==> src/rtl/approx_arb_pkg.sv <==
// Shared types, widths and the round-robin search helper for the approximate-adder arbiter.
package approx_arb_pkg;

  typedef enum logic [1:0] {
    IDLE = 2'd0,
    CALC = 2'd1,
    RESP = 2'd2
  } arb_state_e;

  localparam int NIB_W   = 4;
  localparam int SUM_W   = 5;
  localparam int MAX_REQ = 16;
  localparam int IDX_W   = 4;

  // Returns {found, index}: first set bit of valid searching ptr..nreq-1, then 0..ptr-1.
  function automatic logic [IDX_W:0] rr_pick(input logic [MAX_REQ-1:0] valid,
                                             input logic [IDX_W-1:0]   ptr,
                                             input int                 nreq);
    logic [IDX_W:0] res;
    int             idx;
    res = {1'b0, {IDX_W{1'b0}}};
    for (int k = 0; k < MAX_REQ; k++) begin
      idx = (int'(ptr) + k) % nreq;
      if ((k < nreq) && !res[IDX_W] && valid[idx]) begin
        res = {1'b1, idx[IDX_W-1:0]};
      end
    end
    return res;
  endfunction

endpackage

==> src/rtl/approx.sv <==
// 4-bit approximate adder: the low p bits are OR-ed, the rest is an exact ripple add
// whose carry-in is a[p-1]&b[p-1].
module approx
  import approx_arb_pkg::*;
#(
  parameter int p = 2
) (
  input  logic [NIB_W-1:0] a,
  input  logic [NIB_W-1:0] b,
  output logic [SUM_W-1:0] sum
);

  logic [SUM_W-1:0] sum_s;
  logic             c_s;

  // In the OR region the carry variable only remembers a[i]&b[i] of the top approximated bit.
  always_comb begin
    sum_s = {SUM_W{1'b0}};
    c_s   = 1'b0;
    for (int i = 0; i < NIB_W; i++) begin
      if (i < p) begin
        sum_s[i] = a[i] | b[i];
        c_s      = a[i] & b[i];
      end else begin
        sum_s[i] = a[i] ^ b[i] ^ c_s;
        c_s      = (a[i] & b[i]) | (c_s & (a[i] ^ b[i]));
      end
    end
    sum_s[NIB_W] = c_s;
  end

  assign sum = sum_s;

endmodule

==> src/rtl/approx_add_arbiter.sv <==
// Round-robin arbiter sharing one approximate adder between NREQ requesters:
// grant + operand capture, one add, then a held response tagged with the requester id.
module approx_add_arbiter
  import approx_arb_pkg::*;
#(
  parameter  int NREQ = 4,
  parameter  int P    = 2,
  localparam int IDW  = $clog2(NREQ)
) (
  input  logic                  clk,
  input  logic                  rst_n,
  input  logic [NREQ-1:0]       req_valid,
  output logic [NREQ-1:0]       req_ready,
  input  logic [NIB_W*NREQ-1:0] req_a,
  input  logic [NIB_W*NREQ-1:0] req_b,
  output logic                  rsp_valid,
  input  logic                  rsp_ready,
  output logic [SUM_W-1:0]      rsp_sum,
  output logic [IDW-1:0]        rsp_id,
  output logic                  busy
);

  arb_state_e         state_q, state_d;
  logic [IDW-1:0]     rr_ptr_q, rr_ptr_d;
  logic [IDW-1:0]     id_q, id_d;
  logic [NIB_W-1:0]   a_q, a_d, b_q, b_d;
  logic               rsp_valid_q, rsp_valid_d;
  logic [SUM_W-1:0]   rsp_sum_q, rsp_sum_d;
  logic [IDW-1:0]     rsp_id_q, rsp_id_d;
  logic               busy_q, busy_d;

  logic [MAX_REQ-1:0] valid_ext_s;
  logic [IDX_W:0]     pick_s;
  logic               found_s;
  logic [IDW-1:0]     win_s;
  logic [NREQ-1:0]    req_ready_s;
  logic [SUM_W-1:0]   add_sum_s;

  approx #(.p(P)) u_approx (
    .a   (a_q),
    .b   (b_q),
    .sum (add_sum_s)
  );

  // Round-robin winner search starting at rr_ptr.
  always_comb begin
    valid_ext_s             = {MAX_REQ{1'b0}};
    valid_ext_s[NREQ-1:0]   = req_valid;
    pick_s                  = rr_pick(valid_ext_s, IDX_W'(rr_ptr_q), NREQ);
    found_s                 = pick_s[IDX_W];
    win_s                   = IDW'(pick_s[IDX_W-1:0]);
  end

  // One-hot grant, only in IDLE and never while reset is asserted.
  always_comb begin
    req_ready_s = {NREQ{1'b0}};
    if (rst_n && (state_q == IDLE) && found_s) begin
      req_ready_s[win_s] = 1'b1;
    end else begin
      req_ready_s = {NREQ{1'b0}};
    end
  end

  // Next-state and datapath updates for IDLE -> CALC -> RESP -> IDLE.
  always_comb begin
    state_d     = state_q;
    rr_ptr_d    = rr_ptr_q;
    id_d        = id_q;
    a_d         = a_q;
    b_d         = b_q;
    rsp_valid_d = rsp_valid_q;
    rsp_sum_d   = rsp_sum_q;
    rsp_id_d    = rsp_id_q;
    case (state_q)
      IDLE: begin
        if (found_s) begin
          a_d     = req_a[win_s*NIB_W +: NIB_W];
          b_d     = req_b[win_s*NIB_W +: NIB_W];
          id_d    = win_s;
          state_d = CALC;
        end else begin
          state_d = IDLE;
        end
      end
      CALC: begin
        rsp_sum_d   = add_sum_s;
        rsp_id_d    = id_q;
        rsp_valid_d = 1'b1;
        state_d     = RESP;
      end
      RESP: begin
        if (rsp_valid_q && rsp_ready) begin
          rsp_valid_d = 1'b0;
          rr_ptr_d    = (id_q == IDW'(NREQ - 1)) ? {IDW{1'b0}} : id_q + {{(IDW-1){1'b0}}, 1'b1};
          state_d     = IDLE;
        end else begin
          state_d     = RESP;
        end
      end
      default: begin
        state_d     = IDLE;
        rsp_valid_d = 1'b0;
      end
    endcase
    busy_d = (state_d != IDLE);
  end

  // State, captured operands and response registers.
  always_ff @(posedge clk or negedge rst_n) begin
    if (!rst_n) begin
      state_q     <= IDLE;
      rr_ptr_q    <= {IDW{1'b0}};
      id_q        <= {IDW{1'b0}};
      a_q         <= {NIB_W{1'b0}};
      b_q         <= {NIB_W{1'b0}};
      rsp_valid_q <= 1'b0;
      rsp_sum_q   <= {SUM_W{1'b0}};
      rsp_id_q    <= {IDW{1'b0}};
      busy_q      <= 1'b0;
    end else begin
      state_q     <= state_d;
      rr_ptr_q    <= rr_ptr_d;
      id_q        <= id_d;
      a_q         <= a_d;
      b_q         <= b_d;
      rsp_valid_q <= rsp_valid_d;
      rsp_sum_q   <= rsp_sum_d;
      rsp_id_q    <= rsp_id_d;
      busy_q      <= busy_d;
    end
  end

  assign req_ready = req_ready_s;
  assign rsp_valid = rsp_valid_q;
  assign rsp_sum   = rsp_sum_q;
  assign rsp_id    = rsp_id_q;
  assign busy      = busy_q;

endmodule

==> config.mk <==
export PLATFORM = sky130hd
export DESIGN_NAME = approx_add_arbiter
export DESIGN_NICKNAME = d
export VERILOG_FILES = /design/src/rtl/approx_arb_pkg.sv /design/src/rtl/approx.sv /design/src/rtl/approx_add_arbiter.sv
export SDC_FILE = /design/constraint.sdc
export NUM_CORES = 1
export LEC_CHECK = 0
export ABC_CLOCK_PERIOD_IN_PS = 1900
export CORE_AREA = 2 2 79 81
export CTS_CLUSTER_DIAMETER = 100
export DETAILED_ROUTE_END_ITERATION = 10
export DIE_AREA = 0 0 81 83
export GPL_TIMING_DRIVEN = 1
export PLACE_DENSITY = 0.58
export SYNTH_ARGS = -nofsm -noshare
export SYNTH_HDL_FRONTEND = slang
export SYNTH_SLANG_ARGS = --single-unit
==> constraint.sdc <==
create_clock -name clk -period 1.9 [get_ports clk]
set_input_delay 0.38 -clock clk [delete_from_list [all_inputs] [get_ports clk]]
set_output_delay 0.38 -clock clk [all_outputs]
set_load 0.03 [all_outputs]
* After elaboration in Yosys (flattened, before gate mapping)
Index checks and enable logic that the tools add are counted.
** Storage, ports and cells
- Latch bits :: 0
- Register bits :: 23
- Memories :: 0
- Bits in writable memories :: 0
- Logic and storage cells :: 84
- Memory bits (read-only) :: 0
** Operators by class
- Div/mod/pow operators :: 0
- $lt $le $gt $ge :: 6
- Bitwise operators :: 17
- Multiply operators :: 0
- Shift operators :: 2
- Equality and inequality tests :: 4
- Add/subtract/negate cells :: 4
- Reduce and logical (&&, ||, !) cells :: 18
- Muxes and demuxes :: 24
** Operators with widths (number)
- 16-bit by 5-bit variable part select with 4-bit output :: 2
- 5-bit two-way mux :: 4
- 3-bit by 6-bit less-than comparator with 1-bit output, second input constant :: 3
- 1-bit two-way mux :: 10
- 1-bit binary-select mux with 3-bit select :: 3
- 1-bit logical AND :: 7
- 2-bit one-hot mux with 3 select lines :: 1
- 2-bit AND reduction :: 3
- 2-bit OR reduction :: 3
- 1-bit bitwise AND :: 5
- 2-bit by 5-bit less-than comparator with 1-bit output, second input constant :: 1
- 2-bit by 1-bit adder with 2-bit output, second input constant :: 2
- 2-bit adder, second input constant :: 2
- 2-bit == test, second input constant :: 2
- 2-bit two-way mux :: 2
- 4-bit two-way mux :: 1
- 1-bit OR :: 4
- 1-bit XOR :: 4
- 1-bit bitwise AND, first input constant :: 3
- 1-bit logical NOT :: 3
- 2-bit by 3-bit less-than comparator with 1-bit output, second input constant :: 1
- 1-bit one-hot mux with 3 select lines :: 1
- 1-bit binary-select mux with 2-bit select :: 1
- 1-bit demux with 2-bit select :: 1
- other kinds (6) :: 6

* Logic depth before layout (Yosys ltp)
- Depth after elaboration :: 19
- Depth in mapped cells :: 7
- Depth with buffers taken out :: 6

* By module
From an unflattened synthesis, not the netlist that was laid out.
** Second synthesis, totals
- Cells, all modules :: 126
- Area total of the unflattened synthesis :: 1367.6 sq um
** By module, submodules not included
- approx_add_arbiter :: cells each 115, area each 1281.2 sq um, sequential area each 575.6 sq um, instances 1
- approx :: cells each 11, area each 86.3 sq um, sequential area each 0.0 sq um, instances 1

* Worst setup path before layout
OpenSTA, ideal clock, no wires.
- Kind :: reg-to-output
- Start :: reg rr_ptr_q[1]
- End :: out req_ready[0]
- Data arrival time :: 1.874 ns
- Cell stages (with the launch flop) :: 7
- Setup slack :: -0.354 ns
- Cells stage by stage :: dfrtp_1 -> nand2b_1 -> a21o_1 -> buf_2 -> and2_1 -> buf_6 -> nor3_1
** Between the ends
- Longest elaborated chain between the ends :: 19
** RTL lines
- start, declared :: line approx_add_arbiter.sv:24 : logic [IDW-1:0] rr_ptr_q, rr_ptr_d;
- start signal, assigned :: line approx_add_arbiter.sv:112 : rr_ptr_q <= {IDW{1'b0}};
- start signal, assigned :: line approx_add_arbiter.sv:122 : rr_ptr_q <= rr_ptr_d;
- 2-bit by 1-bit adder with 2-bit output :: line approx_arb_pkg.sv:23 : idx = (int'(ptr) + k) % nreq;
- 2-bit OR reduction (no line)
- 1-bit bitwise AND (no line)
- 1-bit binary-select mux with 3-bit select :: line approx_arb_pkg.sv:24 : if ((k < nreq) && !res[IDX_W] && valid[idx]) begin
- 1-bit two-way mux (implied by the code) (2 in series) :: line approx_arb_pkg.sv:24
- 1-bit logical AND :: line approx_arb_pkg.sv:24
- 5-bit two-way mux :: line approx_arb_pkg.sv:24
- 1-bit logical NOT :: line approx_arb_pkg.sv:24
- [2 not listed]
- 1-bit logical NOT :: line approx_arb_pkg.sv:24
- 1-bit logical AND :: line approx_arb_pkg.sv:24
- 5-bit two-way mux (*) :: line approx_arb_pkg.sv:24
- 2-bit by 3-bit less-than comparator with 1-bit output (implied by the code) or 2-bit by 1-bit >= comparator with 1-bit output (tied branches) :: line approx_add_arbiter.sv:58 : req_ready_s[win_s] = 1'b1;
- 1-bit logical AND (implied by the code) :: line approx_add_arbiter.sv:58
- 1-bit two-way mux (implied by the code) :: line approx_add_arbiter.sv:58
- 1-bit demux with 2-bit select :: line approx_add_arbiter.sv:58
- 4-bit two-way mux (*) :: line approx_add_arbiter.sv:57 : if (rst_n && (state_q == IDLE) && found_s) begin
- end, declared :: line approx_add_arbiter.sv:13 : output logic [NREQ-1:0] req_ready,
Every way passes the cells marked *; elsewhere a longest branch is shown, timed or not. The select of a mux whose other input is x is not followed.

* Worst setup path after layout
- Start :: reg rr_ptr_q[1]
- End :: out req_ready[3]
The elaborated chain is that of the path after synthesis.

==> reports/results.env <==
GRT_START_MAX_NET_PINS=24
LARGEST_BUFFER_COUNT_ON_ANY_CLOCK_PATH=2
REG2REG_SLACK_NS=0.09
DP.FINAL_HPWL_MM=2.89
WORSTREG2REGEND='a_q[2]$_DFFE_PN0P_'
SYNTHARSTFLOPSHARE_PCT=100
SHARE_OF_LAYOUT_CELLS_ABOVE_DRIVE_STRENGTH_1_PCT=38.0
WL_PER_INSTANCE_UM=12.8
POST_SYNTH_MOST_FREQUENT_CELLS='sky130_fd_sc_hd__dfrtp_1, sky130_fd_sc_hd__a211oi_2, sky130_fd_sc_hd__nand2_1, sky130_fd_sc_hd__nor2_1, sky130_fd_sc_hd__mux2i_1'
RELSLEWSLACK_PCT=71.4
TOTALWIRELENGTH_MM=3.69
VIOLATIONS_IN_THE_FINAL_REPORTS='negative setup slack'
CLK_TRANSITION_REPORTED_PATHS_NS=0.07
GRT_SETUP_UNREPAIRED='yes'
ANTENNA_FOUND_INITIAL=0
FMAX_MHz=507
FIRST_PASS_ITERS=4
VIAS=1260
FINALNETCOUNT=256
TRACK_USAGE_PCT=11.5
PLACE.PORT_BUFFERS=51
AREA.GROWTH.SYNTH_TO_FINAL_PCT=70.6
CLOCK_ROOT_BUFFER='sky130_fd_sc_hd__clkbuf_8'
FINAL_CORE_UTILIZATION_PCT=41.7
HOLD_DEPTH=2
ANTENNA_CELLS=0
CTS_INSERTED_BUFFERS=3
SYNTH_MOST_COMMON_CELL='sky130_fd_sc_hd__dfrtp_1'
CP_DATA_REQUIRED_TIME_NS=1.52
NETLIST_TOP_CELLS_AREA='sky130_fd_sc_hd__dfrtp_1, sky130_fd_sc_hd__a211oi_2, sky130_fd_sc_hd__mux2i_1'
IOPINCOUNT=52
CLOCK_SKEW_NS=0.00140
PERIOD_MINUS_SLACK_NS=1.97
CRITICAL_PATH_CLASS='flop to output pin'
DRT_FIRST_ITER_VIOLATIONS=61
ENDPOINT_KIND='output pin'
SYN-INSTANCE-COUNT=131
SYNTH_TOP_AREA_SHARE_PCT=40.5
WORST_HOLD_PATH_TYPE='flop to flop'
MULTIINPUTGATEAREA_SQ_UM=925
WORSTREG2REGSTART='rr_ptr_q[1]$_DFFE_PN0P_'
LAYOUT.FILLER_CELLS=584
DRC=0
HOLD_VIOLATION_COUNT_IN_THE_FINAL_REPORT=0
POWER_LEAKAGE_uW=0.00102
SYNTH_WARNINGS=0
VIA_COUNT_OF_THE_FIRST_GLOBAL_ROUTING_PASS=1311
H-TREE-DEPTH=1
TIMING_WORST_SLEW_PIN_VALUE_NS=0.429
REG2REGPATHDEPTH=8
TIMING.FINAL.WS_SETUP_NS=-0.0724
SYN_NETS=173
CRITICAL_PATH_STARTPOINT_CATEGORY='flop'
CTS_SINKS=23
FINAL_MIN_PERIOD_OVER_CLOCK_PERIOD_PCT=104
PLACE.GP.CONGESTION=0.811
PRECTSSETUPSLACK_NS=-0.419
POSTSYNTHREGISTERBITS=23
COUNT_OF_NETS_LEFT_WITH_ANTENNA_VIOLATIONS_AFTER_DETAIL_ROUTING=0
ROW_COUNT=28
FP.COREAREA_SQ_UM=5820
MAXCAPVIOLATIONS=0
TRITONCTS='built'
GRT_OVERFLOW_TOTAL=0
WORSTHOLDENDPOINT='rsp_sum[3]$_DFFE_PN0P_'
SYNTHESIS.AREA_PER_INSTANCE_SQ_UM=10.9
TIMING.CRITICAL_PATH.FANOUT_MAX=7
STARTING_DENSITY_PCT=24.4
VIA_PER_INST=4.38
POWER-PER-CELL-AREA_nW_PER_UM2=1390
VDD_IR_DROP_MAX_uV=628
GRT_PASS1_WL_MM=6.18
CP_DATA_ARRIVAL_TIME_NS=1.59
HP-START='rsp_sum[3]$_DFFE_PN0P_'
CHIPHEIGHT_UM=83
WORSTSKEWPAIRLATENCY_NS=0.26
SYNTH_SEQUENTIAL_AREA_RATIO_PCT=40.5
STATUS='finished with violations'
SYNTH_ENABLE_FLOP_CELLS=0
DIE-AREA_SQ_UM=6720
CTS_HOLD_BUF=0
DOMINANTREGCELLSYNTH='sky130_fd_sc_hd__dfrtp_1'
BIGGEST_AREA_CONSUMER_AMONG_SYNTHESIZED_CELLS='sky130_fd_sc_hd__dfrtp_1'
FP.DIEW_UM=81
FINAL_MAX_SLEW_VIOL_COUNT=0
SYNTH.LIB_CELLS_USED.DISTINCT=38
TIMING.FINAL.SETUP_VIOLATIONS=4
FINAL-SEQ-AREA_SQ_UM=578
SYNTH.CELL_AREA_SQ_UM=1420
worst max-delay path by stage:
stage | from | end | cells after the start
2_1_floorplan | rr_ptr_q[1]$_DFFE_PN0P_ | req_ready[0] | 6
5_1_grt | rr_ptr_q[1]$_DFFE_PN0P_ | req_ready[0] | 6
3_5_place_dp | req_valid[3] | req_ready[1] | 7
4_1_cts | rr_ptr_q[1]$_DFFE_PN0P_ | req_ready[0] | 6
6_report | rr_ptr_q[1]$_DFFE_PN0P_ | req_ready[3] | 5
3_3_place_gp | req_valid[3] | req_ready[2] | 7
placed cells by master (no fill, tap or decap), types with 2 or more instances in the layout:
| cell type | count |
|---|---|
| sky130_fd_sc_hd__mux2_2 | 4 |
| sky130_fd_sc_hd__nor3_4 | 3 |
| sky130_fd_sc_hd__mux2i_1 | 8 |
| sky130_fd_sc_hd__nand3_1 | 2 |
| sky130_fd_sc_hd__a21boi_1 | 2 |
| sky130_fd_sc_hd__dlygate4sd2_1 | 2 |
| sky130_fd_sc_hd__dfrtp_1 | 21 |
| sky130_fd_sc_hd__a21o_1 | 2 |
| sky130_fd_sc_hd__a21oi_1 | 2 |
| sky130_fd_sc_hd__nand2b_1 | 2 |
| sky130_fd_sc_hd__clkdlybuf4s50_1 | 43 |
| sky130_fd_sc_hd__dfrtp_2 | 2 |
| sky130_fd_sc_hd__nand2_1 | 10 |
| sky130_fd_sc_hd__fa_1 | 2 |
| sky130_fd_sc_hd__buf_4 | 30 |
| sky130_fd_sc_hd__nor2_1 | 10 |
| sky130_fd_sc_hd__inv_1 | 4 |
| sky130_fd_sc_hd__a221oi_2 | 3 |
| sky130_fd_sc_hd__o21ai_0 | 6 |
| sky130_fd_sc_hd__nand2b_4 | 3 |
| sky130_fd_sc_hd__a211oi_2 | 12 |
| sky130_fd_sc_hd__a21boi_0 | 6 |
| sky130_fd_sc_hd__clkbuf_8 | 3 |
| sky130_fd_sc_hd__buf_6 | 4 |
per-layer routing:
layer  vias to the layer above  track usage [%]  part of all wire, %
met1                       573             16.1                   45
met3                         4             1.74                  5.5
met4                         0             4.16                  1.3
met5                         -                0                    0
li1                        649                -                    -
met2                        34             17.8                   48
critical path, cell delays in order, from the launching register on:
cell and delay (ns):
sky130_fd_sc_hd__dfrtp_2 0.43, sky130_fd_sc_hd__nand2b_4 0.16, sky130_fd_sc_hd__o221ai_4 0.10, sky130_fd_sc_hd__or2_4 0.30, sky130_fd_sc_hd__nor3_4 0.19, sky130_fd_sc_hd__buf_6 0.15
state kept, by name (all words and copies together) (netlist names):
| register | count |
|---|---|
| rsp_sum | 5 |
| a_q | 4 |
| b_q | 4 |
| id_q | 2 |
| rr_ptr_q | 2 |
| rsp_id | 2 |
| state_q | 2 |
| busy | 1 |
| rsp_valid | 1 |
final cells by class:
class                      instances  area share [%]
clock buffer                       4            1.86
tap                               75            3.87
sequential                        23            23.8
inverter                           5           0.980
multi-input combinational         99            38.1
timing repair buffer              82            31.3
per-stage QoR:
step / hold WS (ns) / total power, uW / std cells / cell area [sq um] / TNS [ns]
finish: 0.479 / 3380 / 288 / 2420 / -0.258
global route: 0.518 / 3650 / 288 / 2420 / -0.578
CTS: 0.491 / 3350 / 284 / 2360 / -0.188
detailed placement: 0.473 / 2900 / 275 / 2210 / -4.17
global placement: 0.461 / 2880 / 275 / 2210 / -4.10
floorplan: 0.0844 / 2160 / 131 / 1450 / -0.198
kinds of logic after synthesis:
kind of cell | after synthesis | synth area share, %
DFF | 23 | 40.5
buffers and inverters | 9 | 3.87
AOI/OAI and AO/OA | 41 | 27.6
muxes | 13 | 9.51
and+or+nand+nor | 42 | 14.8
adders and majority gates | 3 | 3.70
where the power goes:
group / leakage [uW] / internal (uW) / switching (uW)
logic: 0.000726 / 1090 / 1090
clock network: 0.0000228 / 149 / 140
registers: 0.000268 / 744 / 175
total: 0.00102 / 1980 / 1400
timing repair:
item                                    4_1_cts  5_1_grt
gates cloned                                  0        0
buffers inserted                              5        5
endpoints found under the setup margin        6        7
pin swaps                                     7        5
gates resized for setup                      22       10
Power figures use the tool's default switching activity.
